`config.mk`:
```
export PLATFORM = sky130hd
export DESIGN_NAME = fb_bank_arbiter_flat
export DESIGN_NICKNAME = d
export VERILOG_FILES = /design/src/rtl/fb_pkg.sv /design/src/rtl/fb_bank_arbiter_if.sv /design/src/rtl/fb_wr_fifo.sv /design/src/rtl/fb_bank_arbiter.sv /design/src/flat_wrapper.sv
export SDC_FILE = /design/constraint.sdc
export NUM_CORES = 1
export LEC_CHECK = 0
export CORE_ASPECT_RATIO = 1.2
export CORE_UTILIZATION = 57
export DETAILED_ROUTE_END_ITERATION = 10
export PLACE_DENSITY = 0.91
export SLEW_MARGIN = 40
export SYNTH_ARGS = -nofsm -noshare
export SYNTH_HDL_FRONTEND = slang
export SYNTH_SLANG_ARGS = --single-unit
```
`constraint.sdc`:
```
create_clock -name clk -period 5.45 [get_ports clk]
set_input_delay 1.3625 -clock clk [delete_from_list [all_inputs] [get_ports clk]]
set_output_delay 1.3625 -clock clk [all_outputs]
set_load 0.03 [all_outputs]
```
`src/rtl/fb_pkg.sv`:
```
// Shared types and constants for the double-banked frame buffer arbiter.
// The optional statistics counters are built only when FB_ARB_STATS_EN is defined.
package fb_pkg;

  localparam int ADDR_W    = 19;
  localparam int DATA_W    = 12;
  localparam int FB_PIXELS = 307200;

  typedef enum logic {
    RUN  = 1'b0,
    PEND = 1'b1
  } fb_state_e;

  typedef logic fb_bank_t;

  typedef struct packed {
    logic [ADDR_W-1:0] addr;
    logic [DATA_W-1:0] data;
  } wr_entry_t;

  function automatic logic [15:0] sat_inc16(input logic [15:0] v);
    return (v == 16'hFFFF) ? v : v + 16'd1;
  endfunction

endpackage

```
`src/rtl/fb_bank_arbiter_if.sv`:
```
// Display-read, frame-writer and memory-port signals of the frame buffer arbiter.
// Valid/ready: a write word transfers on a rising edge where wr_valid && wr_ready; wr_valid never waits on wr_ready; reads have no backpressure.
interface fb_bank_arbiter_if;
  import fb_pkg::*;

  logic              rd_req;
  logic [ADDR_W-1:0] rd_addr;
  logic [DATA_W-1:0] rd_data;
  logic              rd_valid;
  logic              wr_valid;
  logic              wr_ready;
  logic [ADDR_W-1:0] wr_addr;
  logic [DATA_W-1:0] wr_data;
  logic              wr_frame_done;
  logic              vsync;
  logic [ADDR_W:0]   mem_addr;
  logic              mem_we;
  logic [DATA_W-1:0] mem_wdata;
  logic [DATA_W-1:0] mem_rdata;
  logic              disp_bank;

  modport slave (
    input  rd_req, rd_addr, wr_valid, wr_addr, wr_data, wr_frame_done, vsync, mem_rdata,
    output rd_data, rd_valid, wr_ready, mem_addr, mem_we, mem_wdata, disp_bank
  );

  modport master (
    output rd_req, rd_addr, wr_valid, wr_addr, wr_data, wr_frame_done, vsync, mem_rdata,
    input  rd_data, rd_valid, wr_ready, mem_addr, mem_we, mem_wdata, disp_bank
  );

endinterface

```
`src/rtl/fb_wr_fifo.sv`:
```
// Synchronous write FIFO holding {addr,data} entries; the caller never pushes when full or pops when empty.
// Full/empty are derived only from registered pointers.
module fb_wr_fifo
  import fb_pkg::*;
#(
  parameter int DEPTH = 8
) (
  input  logic      clk,
  input  logic      rst_n,
  input  logic      push_i,
  input  wr_entry_t push_data_i,
  input  logic      pop_i,
  output wr_entry_t pop_data_o,
  output logic      full_o,
  output logic      empty_o
);

  localparam int PW = $clog2(DEPTH);
  localparam logic [PW:0] PTR_ONE = {{PW{1'b0}}, 1'b1};

  wr_entry_t   mem_q [DEPTH];
  logic [PW:0] wptr_q, rptr_q;

  always_ff @(posedge clk or negedge rst_n) begin
    if (!rst_n) begin
      wptr_q <= '0;
      rptr_q <= '0;
    end else begin
      if (push_i) wptr_q <= wptr_q + PTR_ONE;
      if (pop_i)  rptr_q <= rptr_q + PTR_ONE;
    end
  end

  always_ff @(posedge clk) begin
    if (push_i) mem_q[wptr_q[PW-1:0]] <= push_data_i;
  end

  assign pop_data_o = mem_q[rptr_q[PW-1:0]];
  assign empty_o    = (wptr_q == rptr_q);
  // Same index with differing wrap bits means the ring is full.
  assign full_o     = (wptr_q[PW] != rptr_q[PW]) && (wptr_q[PW-1:0] == rptr_q[PW-1:0]);

endmodule

```
`src/rtl/fb_bank_arbiter.sv`:
```
// Single-port frame buffer arbiter: reads always win, queued writes fill idle cycles, banks swap at vsync.
// Defining FB_ARB_STATS_EN adds saturating swap-defer and write-stall counters.
module fb_bank_arbiter
  import fb_pkg::*;
#(
  parameter int MEM_RD_LAT  = 2,
  parameter int WFIFO_DEPTH = 8
) (
  input  logic                clk,
  input  logic                rst_n,
  fb_bank_arbiter_if.slave    bus_io,
  output fb_state_e           dbg_state_o
`ifdef FB_ARB_STATS_EN
  ,
  output logic [15:0]         stat_swap_defer_o,
  output logic [15:0]         stat_wr_stall_o
`endif
);

  fb_state_e             state_q, state_d;
  fb_bank_t              disp_bank_q, disp_bank_d;
  logic                  fifo_full, fifo_empty, push, pop, wr_ready, swap_ok;
  wr_entry_t             push_entry, pop_entry;
  logic [ADDR_W:0]       mem_addr_q, mem_addr_d;
  logic                  mem_we_q, mem_we_d;
  logic [DATA_W-1:0]     mem_wdata_q, mem_wdata_d;
  logic [MEM_RD_LAT-1:0] rd_pipe_q;
  logic                  rd_valid_q;
  logic [DATA_W-1:0]     rd_data_q;

  assign wr_ready   = !fifo_full && (state_q == RUN);
  assign push       = bus_io.wr_valid && wr_ready;
  assign pop        = !bus_io.rd_req && !fifo_empty;
  assign push_entry = {bus_io.wr_addr, bus_io.wr_data};
  // A write registered on the port this cycle still belongs to the old back bank.
  assign swap_ok    = fifo_empty && !mem_we_q;

  fb_wr_fifo #(.DEPTH(WFIFO_DEPTH)) u_wr_fifo (
    .clk         (clk),
    .rst_n       (rst_n),
    .push_i      (push),
    .push_data_i (push_entry),
    .pop_i       (pop),
    .pop_data_o  (pop_entry),
    .full_o      (fifo_full),
    .empty_o     (fifo_empty)
  );

  always_comb begin
    mem_addr_d  = mem_addr_q;
    mem_we_d    = 1'b0;
    mem_wdata_d = mem_wdata_q;
    if (bus_io.rd_req) begin
      mem_addr_d = {disp_bank_q, bus_io.rd_addr};
    end else if (pop) begin
      mem_addr_d  = {~disp_bank_q, pop_entry.addr};
      mem_we_d    = 1'b1;
      mem_wdata_d = pop_entry.data;
    end
  end

  always_comb begin
    state_d     = state_q;
    disp_bank_d = disp_bank_q;
    case (state_q)
      RUN:  if (bus_io.wr_frame_done) state_d = PEND;
      PEND: if (bus_io.vsync && swap_ok) begin
        disp_bank_d = ~disp_bank_q;
        state_d     = RUN;
      end
      default: state_d = RUN;
    endcase
  end

  always_ff @(posedge clk or negedge rst_n) begin
    if (!rst_n) begin
      state_q     <= RUN;
      disp_bank_q <= 1'b0;
      mem_addr_q  <= '0;
      mem_we_q    <= 1'b0;
      mem_wdata_q <= '0;
      rd_pipe_q   <= '0;
      rd_valid_q  <= 1'b0;
      rd_data_q   <= '0;
    end else begin
      state_q     <= state_d;
      disp_bank_q <= disp_bank_d;
      mem_addr_q  <= mem_addr_d;
      mem_we_q    <= mem_we_d;
      mem_wdata_q <= mem_wdata_d;
      rd_pipe_q[0] <= bus_io.rd_req;
      for (int i = 1; i < MEM_RD_LAT; i++) rd_pipe_q[i] <= rd_pipe_q[i-1];
      rd_valid_q  <= rd_pipe_q[MEM_RD_LAT-1];
      if (rd_pipe_q[MEM_RD_LAT-1]) rd_data_q <= bus_io.mem_rdata;
    end
  end

  assign bus_io.wr_ready  = wr_ready;
  assign bus_io.mem_addr  = mem_addr_q;
  assign bus_io.mem_we    = mem_we_q;
  assign bus_io.mem_wdata = mem_wdata_q;
  assign bus_io.rd_valid  = rd_valid_q;
  assign bus_io.rd_data   = rd_data_q;
  assign bus_io.disp_bank = disp_bank_q;
  assign dbg_state_o      = state_q;

`ifdef FB_ARB_STATS_EN
  logic [15:0] swap_defer_cnt_q, wr_stall_cnt_q;
  logic        defer_evt, stall_evt;

  assign defer_evt = (state_q == PEND) && bus_io.vsync && !swap_ok;
  assign stall_evt = bus_io.wr_valid && !wr_ready;

  always_ff @(posedge clk or negedge rst_n) begin
    if (!rst_n) begin
      swap_defer_cnt_q <= '0;
      wr_stall_cnt_q   <= '0;
    end else begin
      if (defer_evt) swap_defer_cnt_q <= sat_inc16(swap_defer_cnt_q);
      if (stall_evt) wr_stall_cnt_q   <= sat_inc16(wr_stall_cnt_q);
    end
  end

  assign stat_swap_defer_o = swap_defer_cnt_q;
  assign stat_wr_stall_o   = wr_stall_cnt_q;
`endif

endmodule

```
`src/flat_wrapper.sv`:
```
// flat-port wrapper written by rule: the top's interface ports become plain ports
module fb_bank_arbiter_flat import fb_pkg::*;
#(
  parameter int MEM_RD_LAT  = 2,
  parameter int WFIFO_DEPTH = 8
)
  (clk, rst_n, dbg_state_o, bus_io_rd_req, bus_io_rd_addr, bus_io_wr_valid, bus_io_wr_addr, bus_io_wr_data, bus_io_wr_frame_done, bus_io_vsync, bus_io_mem_rdata, bus_io_rd_data, bus_io_rd_valid, bus_io_wr_ready, bus_io_mem_addr, bus_io_mem_we, bus_io_mem_wdata, bus_io_disp_bank);
  fb_bank_arbiter_if bus_io_i ();
  input  logic clk;
  input  logic rst_n;
  output fb_state_e dbg_state_o;
  input wire logic [$bits(bus_io_i.rd_req)-1:0] bus_io_rd_req;
  input wire logic [$bits(bus_io_i.rd_addr)-1:0] bus_io_rd_addr;
  input wire logic [$bits(bus_io_i.wr_valid)-1:0] bus_io_wr_valid;
  input wire logic [$bits(bus_io_i.wr_addr)-1:0] bus_io_wr_addr;
  input wire logic [$bits(bus_io_i.wr_data)-1:0] bus_io_wr_data;
  input wire logic [$bits(bus_io_i.wr_frame_done)-1:0] bus_io_wr_frame_done;
  input wire logic [$bits(bus_io_i.vsync)-1:0] bus_io_vsync;
  input wire logic [$bits(bus_io_i.mem_rdata)-1:0] bus_io_mem_rdata;
  output wire logic [$bits(bus_io_i.rd_data)-1:0] bus_io_rd_data;
  output wire logic [$bits(bus_io_i.rd_valid)-1:0] bus_io_rd_valid;
  output wire logic [$bits(bus_io_i.wr_ready)-1:0] bus_io_wr_ready;
  output wire logic [$bits(bus_io_i.mem_addr)-1:0] bus_io_mem_addr;
  output wire logic [$bits(bus_io_i.mem_we)-1:0] bus_io_mem_we;
  output wire logic [$bits(bus_io_i.mem_wdata)-1:0] bus_io_mem_wdata;
  output wire logic [$bits(bus_io_i.disp_bank)-1:0] bus_io_disp_bank;
  assign bus_io_i.rd_req = bus_io_rd_req;
  assign bus_io_i.rd_addr = bus_io_rd_addr;
  assign bus_io_i.wr_valid = bus_io_wr_valid;
  assign bus_io_i.wr_addr = bus_io_wr_addr;
  assign bus_io_i.wr_data = bus_io_wr_data;
  assign bus_io_i.wr_frame_done = bus_io_wr_frame_done;
  assign bus_io_i.vsync = bus_io_vsync;
  assign bus_io_i.mem_rdata = bus_io_mem_rdata;
  assign bus_io_rd_data = bus_io_i.rd_data;
  assign bus_io_rd_valid = bus_io_i.rd_valid;
  assign bus_io_wr_ready = bus_io_i.wr_ready;
  assign bus_io_mem_addr = bus_io_i.mem_addr;
  assign bus_io_mem_we = bus_io_i.mem_we;
  assign bus_io_mem_wdata = bus_io_i.mem_wdata;
  assign bus_io_disp_bank = bus_io_i.disp_bank;
  fb_bank_arbiter #(.MEM_RD_LAT(MEM_RD_LAT), .WFIFO_DEPTH(WFIFO_DEPTH)) u_core (.clk(clk), .rst_n(rst_n), .bus_io(bus_io_i), .dbg_state_o(dbg_state_o));
endmodule
```
After elaboration in Yosys (flattened, before gate mapping)
Memories as Yosys holds them, arrays and structs flattened. Cells that the tools add are included.

Bits in registers: 58. RAM bits: 248. Input bits: 68. Output and inout port bits: 49. Memories kept: 1.

Add/sub/neg operators: 2. Equal/unequal tests: 3. Mux-type cells: 9. Bitwise gates (word level): 3. Reduce and logical (&&, ||, !) cells: 13.

Memories: u_core.u_wr_fifo.mem_q (words 8, bits a word 31, read ports 1, clocked after memory_dff 0, write ports 1, RTL line fb_wr_fifo.sv:21) `wr_entry_t mem_q [DEPTH];`.

Operator list (count): $mux 20 (2); $add 4x1->4 const B (2); $logic_and 1x1->1 (6); $mux 1 (6); $eq 4x4->1 (1); $logic_not 1->1 (4); $reduce_and 2->1 (2); $eq 3x3->1 (1); $not 1->1 (3); $pmux 1 s2 (1); $reduce_bool 2->1 (1); $ne 1x1->1 (1).

Longest topological paths before layout
Gate-level depths: netlist of the first run.

Depth after elaboration: 7. Depth in mapped cells: 7. Mapped depth without buffers: 4.

Hierarchy
From an unflattened synthesis of the first run, not the netlist that was laid out.

Cells, all modules: 552. Area, all modules: 11796.3 µm².

By module, submodules not included: fb_wr_fifo (instances 1, cells each 402, area an instance 9753.1 µm², seq. area each 7647.3 µm²); fb_bank_arbiter (instances 1, cells each 150, area an instance 2043.2 µm², seq. area each 1251.2 µm²).

Worst setup path after synthesis of the first run
OpenSTA, ideal clock, no wires.

Kind: input-to-reg. Start point: input port bus_io_wr_valid. End point: memory u_core.u_wr_fifo.mem_q[0][0] in the netlist's numbering, enable pin. Data arrival time: 4.116 ns. Slack: 0.876 ns. Stages: 4. Cells stage by stage: nand2b_1 a41oi_1 nand2b_1 nor3_1.

Longest elaborated chain between the ends: 3.

Ends and longest elaborated chain: start, declared (RTL line flat_wrapper.sv:14) `input wire logic [$bits(bus_io_i.wr_valid)-1:0] bus_io_wr_valid;`; $logic_and 1x1->1 (RTL line fb_bank_arbiter.sv:32) `assign push = bus_io.wr_valid && wr_ready;`; $mux 1 (RTL line fb_wr_fifo.sv:35) `if (push_i) mem_q[wptr_q[PW-1:0]] <= push_data_i;`; $mux 1 (implied by the code) (RTL line fb_wr_fifo.sv:35); end, declared (RTL line fb_wr_fifo.sv:21).

No other way between the ends.

Final worst setup path of the first run
Start point: register u_core.u_wr_fifo.wptr_q[0]. End point: output port bus_io_wr_ready.

Longest elaborated chain between the ends: 4.

Ends and longest elaborated chain: start, declared (RTL line fb_wr_fifo.sv:22) `logic [PW:0] wptr_q, rptr_q;`; start signal, assigned (RTL line fb_wr_fifo.sv:29) `if (push_i) wptr_q <= wptr_q + PTR_ONE;`; $eq 3x3->1 (RTL line fb_wr_fifo.sv:41) `assign full_o = (wptr_q[PW] != rptr_q[PW]) && (wptr_q[PW-1:0] == rptr_q[PW-1:0]);`; $logic_and 1x1->1 (RTL line fb_wr_fifo.sv:41); $logic_not 1->1 (RTL line fb_bank_arbiter.sv:31) `assign wr_ready = !fifo_full && (state_q == RUN);`; $logic_and 1x1->1 (RTL line fb_bank_arbiter.sv:31); end, declared (RTL line flat_wrapper.sv:22) `output wire logic [$bits(bus_io_i.wr_ready)-1:0] bus_io_wr_ready;`.

No other way between the ends.

==> results of run 1 <==
cell type report:
| type | count | area (um^2) |
|---|---|---|
| Inverter | 2 | 7.51 |
| Clock buffer | 28 | 679 |
| Clock inverter | 21 | 218 |
| Timing Repair Buffer | 133 | 1390 |
| Sequential cell | 306 | 8900 |
| Tap cell | 265 | 332 |
| Fill cell | 1117 | 6100 |
| Multi-Input combinational cell | 253 | 2840 |
flip-flops by register name, summed over array words and instances (netlist names):
signal / flops
u_core.u_wr_fifo.mem_q: 248
u_core.bus_io.mem_addr: 20
u_core.bus_io.mem_wdata: 12
u_core.bus_io.rd_data: 12
u_core.u_wr_fifo.rptr_q: 4
u_core.u_wr_fifo.wptr_q: 4
u_core.rd_pipe_q: 2
u_core.bus_io.disp_bank: 1
u_core.bus_io.mem_we: 1
u_core.bus_io.rd_valid: 1
u_core.dbg_state_o: 1
per-layer routing:
| layer | vias up | global-route usage | part of all wire |
|---|---|---|---|
| li1 | 2648 | - | - |
| met1 | 3142 | 0.292 | 0.37 |
| met2 | 301 | 0.415 | 0.53 |
| met3 | 62 | 0.0382 | 0.067 |
| met4 | 0 | 0.102 | 0.037 |
| met5 | - | 0 | 0 |
cell families after synthesis:
kind of cell    count (synthesis)  share of synthesized area
flops                         306                      0.742
simple gates                  101                     0.0392
mux                            90                      0.151
compound gates                 48                     0.0291
buf+inv                        36                     0.0275
xor+xnor                       12                     0.0100
fa+ha+maj                       2                    0.00208
how the worst min path moves through the flow:
stage	slack (ns)	to	cells after the start	startpoint
detailed placement	0.35	u_core.rd_pipe_q[1]	0	u_core.rd_pipe_q[0]
global route	0.37	u_core.rd_pipe_q[1]	0	u_core.rd_pipe_q[0]
CTS	0.36	u_core.rd_pipe_q[1]	0	u_core.rd_pipe_q[0]
finish	0.37	u_core.rd_pipe_q[1]	0	u_core.rd_pipe_q[0]
global placement	0.33	u_core.rd_pipe_q[1]	0	u_core.rd_pipe_q[0]
floorplan	0.33	u_core.rd_pipe_q[1]	0	u_core.rd_pipe_q[0]
metrics by stage:
stage	total power, mW	worst slack [ns]	area (um^2)	hold slack [ns]	utilization
after floorplan	4.43	0.876	12000	0.331	-
after global placement	4.89	1.49	13300	0.333	0.649
after detailed placement	5.01	1.43	13500	0.345	0.657
after CTS	6.94	1.76	14400	0.364	0.701
after global routing	7.16	1.72	14400	0.373	0.702
final	6.89	1.78	14400	0.370	0.702
power groups by stage:
stage | Combinational, mW | Sequential [mW] | Clock, mW
floorplan | 1.31 | 3.13 | 0
global placement | 2.00 | 2.89 | 0
detailed placement | 2.11 | 2.91 | 0
CTS | 2.14 | 2.87 | 1.93
global route | 2.26 | 2.88 | 2.02
finish | 2.12 | 2.87 | 1.90
layout by cell type, fill, tap and decap left out, drive strengths merged, types with 9 or more instances in the layout:
cell type / n
a211oi: 14
a21oi: 12
buf: 18
clkbuf: 28
clkdlybuf4s50: 115
clkinv: 12
dfrtp: 58
edfxtp: 248
mux2: 14
mux2i: 14
mux4: 62
nand2: 28
nand2b: 9
nor2: 38
nor2b: 14
o31ai: 19
xnor2: 9
==> key figures, run 1 <==
Clock tree
  • Post-CTS sizing: 0
  • Clock Sinks: 306
  • Worst-path clk slew: around 0.070 ns
  • Worst-case clock buffer depth: 3
  • CTS Buf Count: 27
  • # hold bufs at CTS: 0
  • Number of setup buffers added after CTS: 0
  • CTS root buf: clkbuf_16
  • Htree depth: 1
  • Worst-skew pair later-pin latency: approximately 0.53 ns
  • CTS tree: built

Layout
  • Ant. Diodes: 0
  • Area delta synth->final: 19.7%
  • Final non-filler cell total: 1008
  • Fraction of layout cells with a size suffix above 1: 0.166
  • Final nets: between 700 and 800

Place
  • GPL Wtd Cong: roughly 0.74
  • Post-DP HPWL: around 15000 um
  • # port buffers: 116
  • Post-placement cell count: roughly 960

Setup path
  • Reg2reg setup slack: between 2 and 2.5 ns
  • CP Launch Type: register
  • Worst Path Buf+Inv: 1
  • Critical Path Stages: 3
  • CP Launch Point: u_core.u_wr_fifo.wptr_q[0]
  • Worst EP arrival: around 2.3 ns
  • Cells on worst reg2reg path: 5
  • WP data required: around 4.1 ns
  • Worst r2r src: u_core.u_wr_fifo.wptr_q[0]
  • CP peak stage delay: 0.70 ns
  • Crit end category: output pin
  • Crit-path max FO: 9
  • Family with the most delay on the worst path: buffers and inverters
  • Crit Path Class: register to output pin
  • Cells along the critical path: xnor2_2 > a41oi_1 > clkdlybuf4s50_1
  • FF-to-FF End: u_core.u_wr_fifo.mem_q[4][28]
  • Critical path's slowest cell: clkdlybuf4s50_1
  • CP Capture Point: bus_io_wr_ready

Global route
  • Vias in the first global route: 6525
  • All-Layer GR Usage: 0.237
  • Initial antenna violation count: 0
  • First-pass GRT wire length: 37500 um
  • GR Overflow Total: 0
  • Pin count of the biggest net entering global routing: 66

STA
  • RSZ-0062 raised after global routing: no
  • Min cycle time layout: 3.67 ns
  • Fmax: about 270 MHz
  • Setup_tns: 0 ns
  • Worst slew pin tran: 0.894 ns
  • Setup Skew: roughly 0.016 ns
  • Slew Limit Headroom: 0.404
  • Fin. Hold Viols: 0
  • Max Transition Viols Final: 0
  • Finish-stage setup viols: 0
  • Final Cycle Share: 0.673

Die
  • Die Y: 161 um
  • IO Count: approximately 120
  • Site Rows: 57
  • Initial Util: 0.586
  • Core Area: 20500 um^2
  • Die Wd: between 100 and 150 um
  • Die ar.: between 20000 and 25000 um^2

Synthesis
  • Synth area leader: edfxtp_1
  • Post-synth EDFFs: approximately 250
  • Yosys reg bits: approximately 300
  • Most frequent cell after synthesis: edfxtp_1
  • Ranking of synthesized cells by area: edfxtp_1 62%, dfrtp_1 12%, mux4_1 6.6%, mux4_2 6.0%, mux2_2 1.3%
  • Post-Synthesis Cells: about 600
  • Mean post-synth cell area: slightly above 20 um^2
  • Mapped cell area: 12000 um^2
  • Commonest cells post-synth: 248 x edfxtp_1, 58 x dfrtp_1, 38 x nor2_1
  • Synth async-reset ratio: 0.190
  • Synth Warn #: 0
  • Unique masters post-synth: 32
  • Ys flop type: edfxtp_1
  • Top-area cell type share of the netlist area: 0.621
  • Post-synthesis sequential area ratio: 0.742
  • Syn Nets: 665

Power
  • Leakage power: between 4 and 5 nW
  • Sw frac: 0.306
  • Pwr dens: 480 nW/um^2
  • Clock power share: 0.276
  • P_sw: approximately 2.1 mW
  • VDD IR-drop max: 461 uV
  • Seq pwr share: 0.416
  • Internal power: approximately 4.8 mW
  • Logic pwr share: 0.308

Worst hold path
  • Hold Path Class: register to register

Routing
  • Initial drt markers: about 560
  • Remaining routing DRC violations: 0
  • Routed vias/inst: just over 6
  • Total wire length: roughly 25000 um
  • Drt pass-1 iters: 7
  • Antenna Violating Nets Remaining: 0
  • Via count: 6153
  • DR WL/cell: 24.4 um

Job
  • # Max-Cap Violations: 0

Outcome
  • Status: completed
Power figures use the tool's default switching activity.
==> inputs of run 2 (changes only) <==
==> constraint.sdc (replaced) <==
create_clock -name clk -period 3.7 [get_ports clk]
set_input_delay 0.925 -clock clk [delete_from_list [all_inputs] [get_ports clk]]
set_output_delay 0.925 -clock clk [all_outputs]
set_load 0.03 [all_outputs]
==> run 2 against run 1 <==
  * Clock power increased by 63%
  * Power increased by 51%
  * Setup slack got worse by 1.4 ns
  * Sequential power increased by 48%
  * Die area unchanged
  * Critical path depth unchanged
  * Sequential share of layout area decreased by 0.32 points
  * First-iteration DRC count decreased by 4.8%
  * Count of clock-buffer cells in the layout increased by 4
  * Wire length increased by 3.9%
  * Combinational power increased by 47%
  * Clock skew decreased by 0.0072 ns
  * Highest routed layer unchanged
==> key figures, run 2 (same netlist as run 1, synthesis figures left out) <==
Outcome
  • Status: completed

Setup path
  • Reg2reg setup slack: around 1.2 ns
  • Worst r2r src: u_core.u_wr_fifo.wptr_q[0]
  • Critical path's slowest cell: clkdlybuf4s50_1
  • Worst EP arrival: 2.37 ns
  • CP Launch Point: u_core.u_wr_fifo.wptr_q[0]
  • Cells on worst reg2reg path: 6
  • Cells along the critical path: xnor2_2 > a41oi_1 > clkdlybuf4s50_1
  • Crit end category: output pin
  • WP data required: around 2.8 ns
  • Family with the most delay on the worst path: buffers and inverters
  • Crit-path max FO: 9
  • Critical Path Stages: 3
  • Worst Path Buf+Inv: 1
  • CP Launch Type: register
  • FF-to-FF End: u_core.u_wr_fifo.mem_q[1][9]
  • CP Capture Point: bus_io_wr_ready
  • Crit Path Class: register to output pin
  • CP peak stage delay: between 0.7 and 0.8 ns

Global route
  • First-pass GRT wire length: 38800 um
  • Pin count of the biggest net entering global routing: 66
  • Vias in the first global route: around 6600
  • GR Overflow Total: 0
  • All-Layer GR Usage: 0.246
  • Initial antenna violation count: 0

Clock tree
  • CTS root buf: clkbuf_16
  • Worst-skew pair later-pin latency: 0.54 ns
  • Worst-path clk slew: around 0.07 ns
  • # hold bufs at CTS: 0
  • CTS Buf Count: 28
  • Clock Sinks: about 300
  • CTS tree: built
  • Worst-case clock buffer depth: 3
  • Number of setup buffers added after CTS: 0
  • Htree depth: 1
  • Post-CTS sizing: 0

Routing
  • WL met2: between 10000 and 15000 um
  • Antenna Violating Nets Remaining: 0
  • DR WL met3: 1610 um
  • DR WL/cell: approximately 25 um
  • Remaining routing DRC violations: 0
  • Drt pass-1 iters: 8
  • Total wire length: around 26000 um
  • Routed vias/inst: between 6 and 7
  • Initial drt markers: between 500 and 600
  • DR top layer: met4
  • WL met1: 9530 um
  • Via count: approximately 6300

Layout
  • Final nets: around 800
  • Cell area after layout: roughly 14000 um^2
  • Fraction of layout cells with a size suffix above 1: 0.172
  • Area delta synth->final: 20.4%
  • Most frequent cells in the layout: 248 x edfxtp_1, 115 x clkdlybuf4s50_1, 55 x dfrtp_1
  • Commonest non-fill, non-tap cell in the layout: edfxtp_1
  • Final non-filler cell total: a little over 1000
  • Max reg flops: roughly 250
  • Final core occ: 0.706
  • Fill count: between 1000 and 1500
  • Ant. Diodes: 0

Power
  • VDD IR-drop max: 579 uV
  • Overall Power: roughly 10 mW
  • Leakage power: roughly 5 nW
  • Pwr dens: 723 nW/um^2

Worst hold path
  • Worst Hold Path Cells: 0
  • Hold Path Class: register to register

Die
  • Core Area: about 20000 um^2
  • Site Rows: 57
  • Die Y: 161 um
  • Initial Util: 0.586
  • IO Count: 117
  • Die Wd: 134 um
  • Die ar.: around 22000 um^2

STA
  • Finish-stage setup viols: 0
  • Setup_tns: 0 ns
  • RSZ-0062 raised after global routing: no
  • Worst slew pin tran: slightly above 0.8 ns
  • Min cycle time layout: roughly 3.3 ns
  • Setup Skew: around 0.0085 ns
  • Max Transition Viols Final: 0
  • Fmax: slightly above 300 MHz
  • Final Cycle Share: 0.891
  • Slew Limit Headroom: 0.459
  • Fin. Hold Viols: 0
  • Hold_ws: about 0.35 ns
  • Setup ws final: a little over 0.4 ns

Place
  • Post-placement cell count: roughly 960
  • Post-DP HPWL: ~15000 um
  • GPL Wtd Cong: between 0.7 and 0.8
  • # port buffers: between 100 and 150
  • Place WS: ~0.7 ns
  • Placement-stage cell area: 13400 um^2

Job
  • # Max-Cap Violations: 0
==> run 2: changes by cell type in the layout (fill, tap and decap cells not counted), sizes merged <==
| cell | previous run | this run |
|---|---|---|
| clkbuf | 28 | 32 |
| clkinv | 12 | 9 |
| buf | 18 | 20 |
| bufinv | 4 | 6 |
| clkinvlp | 5 | 4 |
| inv | 2 | 3 |
==> run 2: worst register-to-register path, delay by kind of cell, from the launching register on <==
kind	cells	cell delay, ns
DFF	1	0.66
and+or+nand+nor	2	0.62
buffers and inverters	2	0.46
AOI/OAI and AO/OA	1	0.28
xor gates and xnor gates	1	0.18
==> run 2: worst min-delay path by stage <==
stage | startpoint | end | slack, ns
finish | u_core.rd_pipe_q[0] | u_core.rd_pipe_q[1] | 0.35
global route | u_core.rd_pipe_q[0] | u_core.rd_pipe_q[1] | 0.37
CTS | u_core.rd_pipe_q[0] | u_core.rd_pipe_q[1] | 0.36
detailed placement | u_core.rd_pipe_q[0] | u_core.rd_pipe_q[1] | 0.34
global placement | u_core.rd_pipe_q[0] | u_core.rd_pipe_q[1] | 0.33
floorplan | u_core.rd_pipe_q[0] | u_core.rd_pipe_q[1] | 0.33
==> run 2: area by class of cell <==
type | instances | area, um^2 | share of cell area
flip-flops and latches | 306 | 8900 | 0.617
inverters | 2 | 7.51 | 0.000520
repair buffers | 135 | 1360 | 0.0939
well taps | 265 | 332 | 0.0230
clock buffers | 32 | 737 | 0.0510
clock inverters | 20 | 265 | 0.0184
multi-input cells | 253 | 2840 | 0.197
==> run 2: power breakdown <==
group | internal [mW] | total (mW) | switching, mW
combinational | 1.41 | 3.11 | 1.70
clock | 1.86 | 3.09 | 1.24
sequential | 4.01 | 4.24 | 0.223
==> run 2: layer usage <==
layer  GRT usage  up-vias
met5           0        -
met4      0.0975        0
met3      0.0344       57
met2       0.435      334
met1       0.308     3221
li1            -     2642
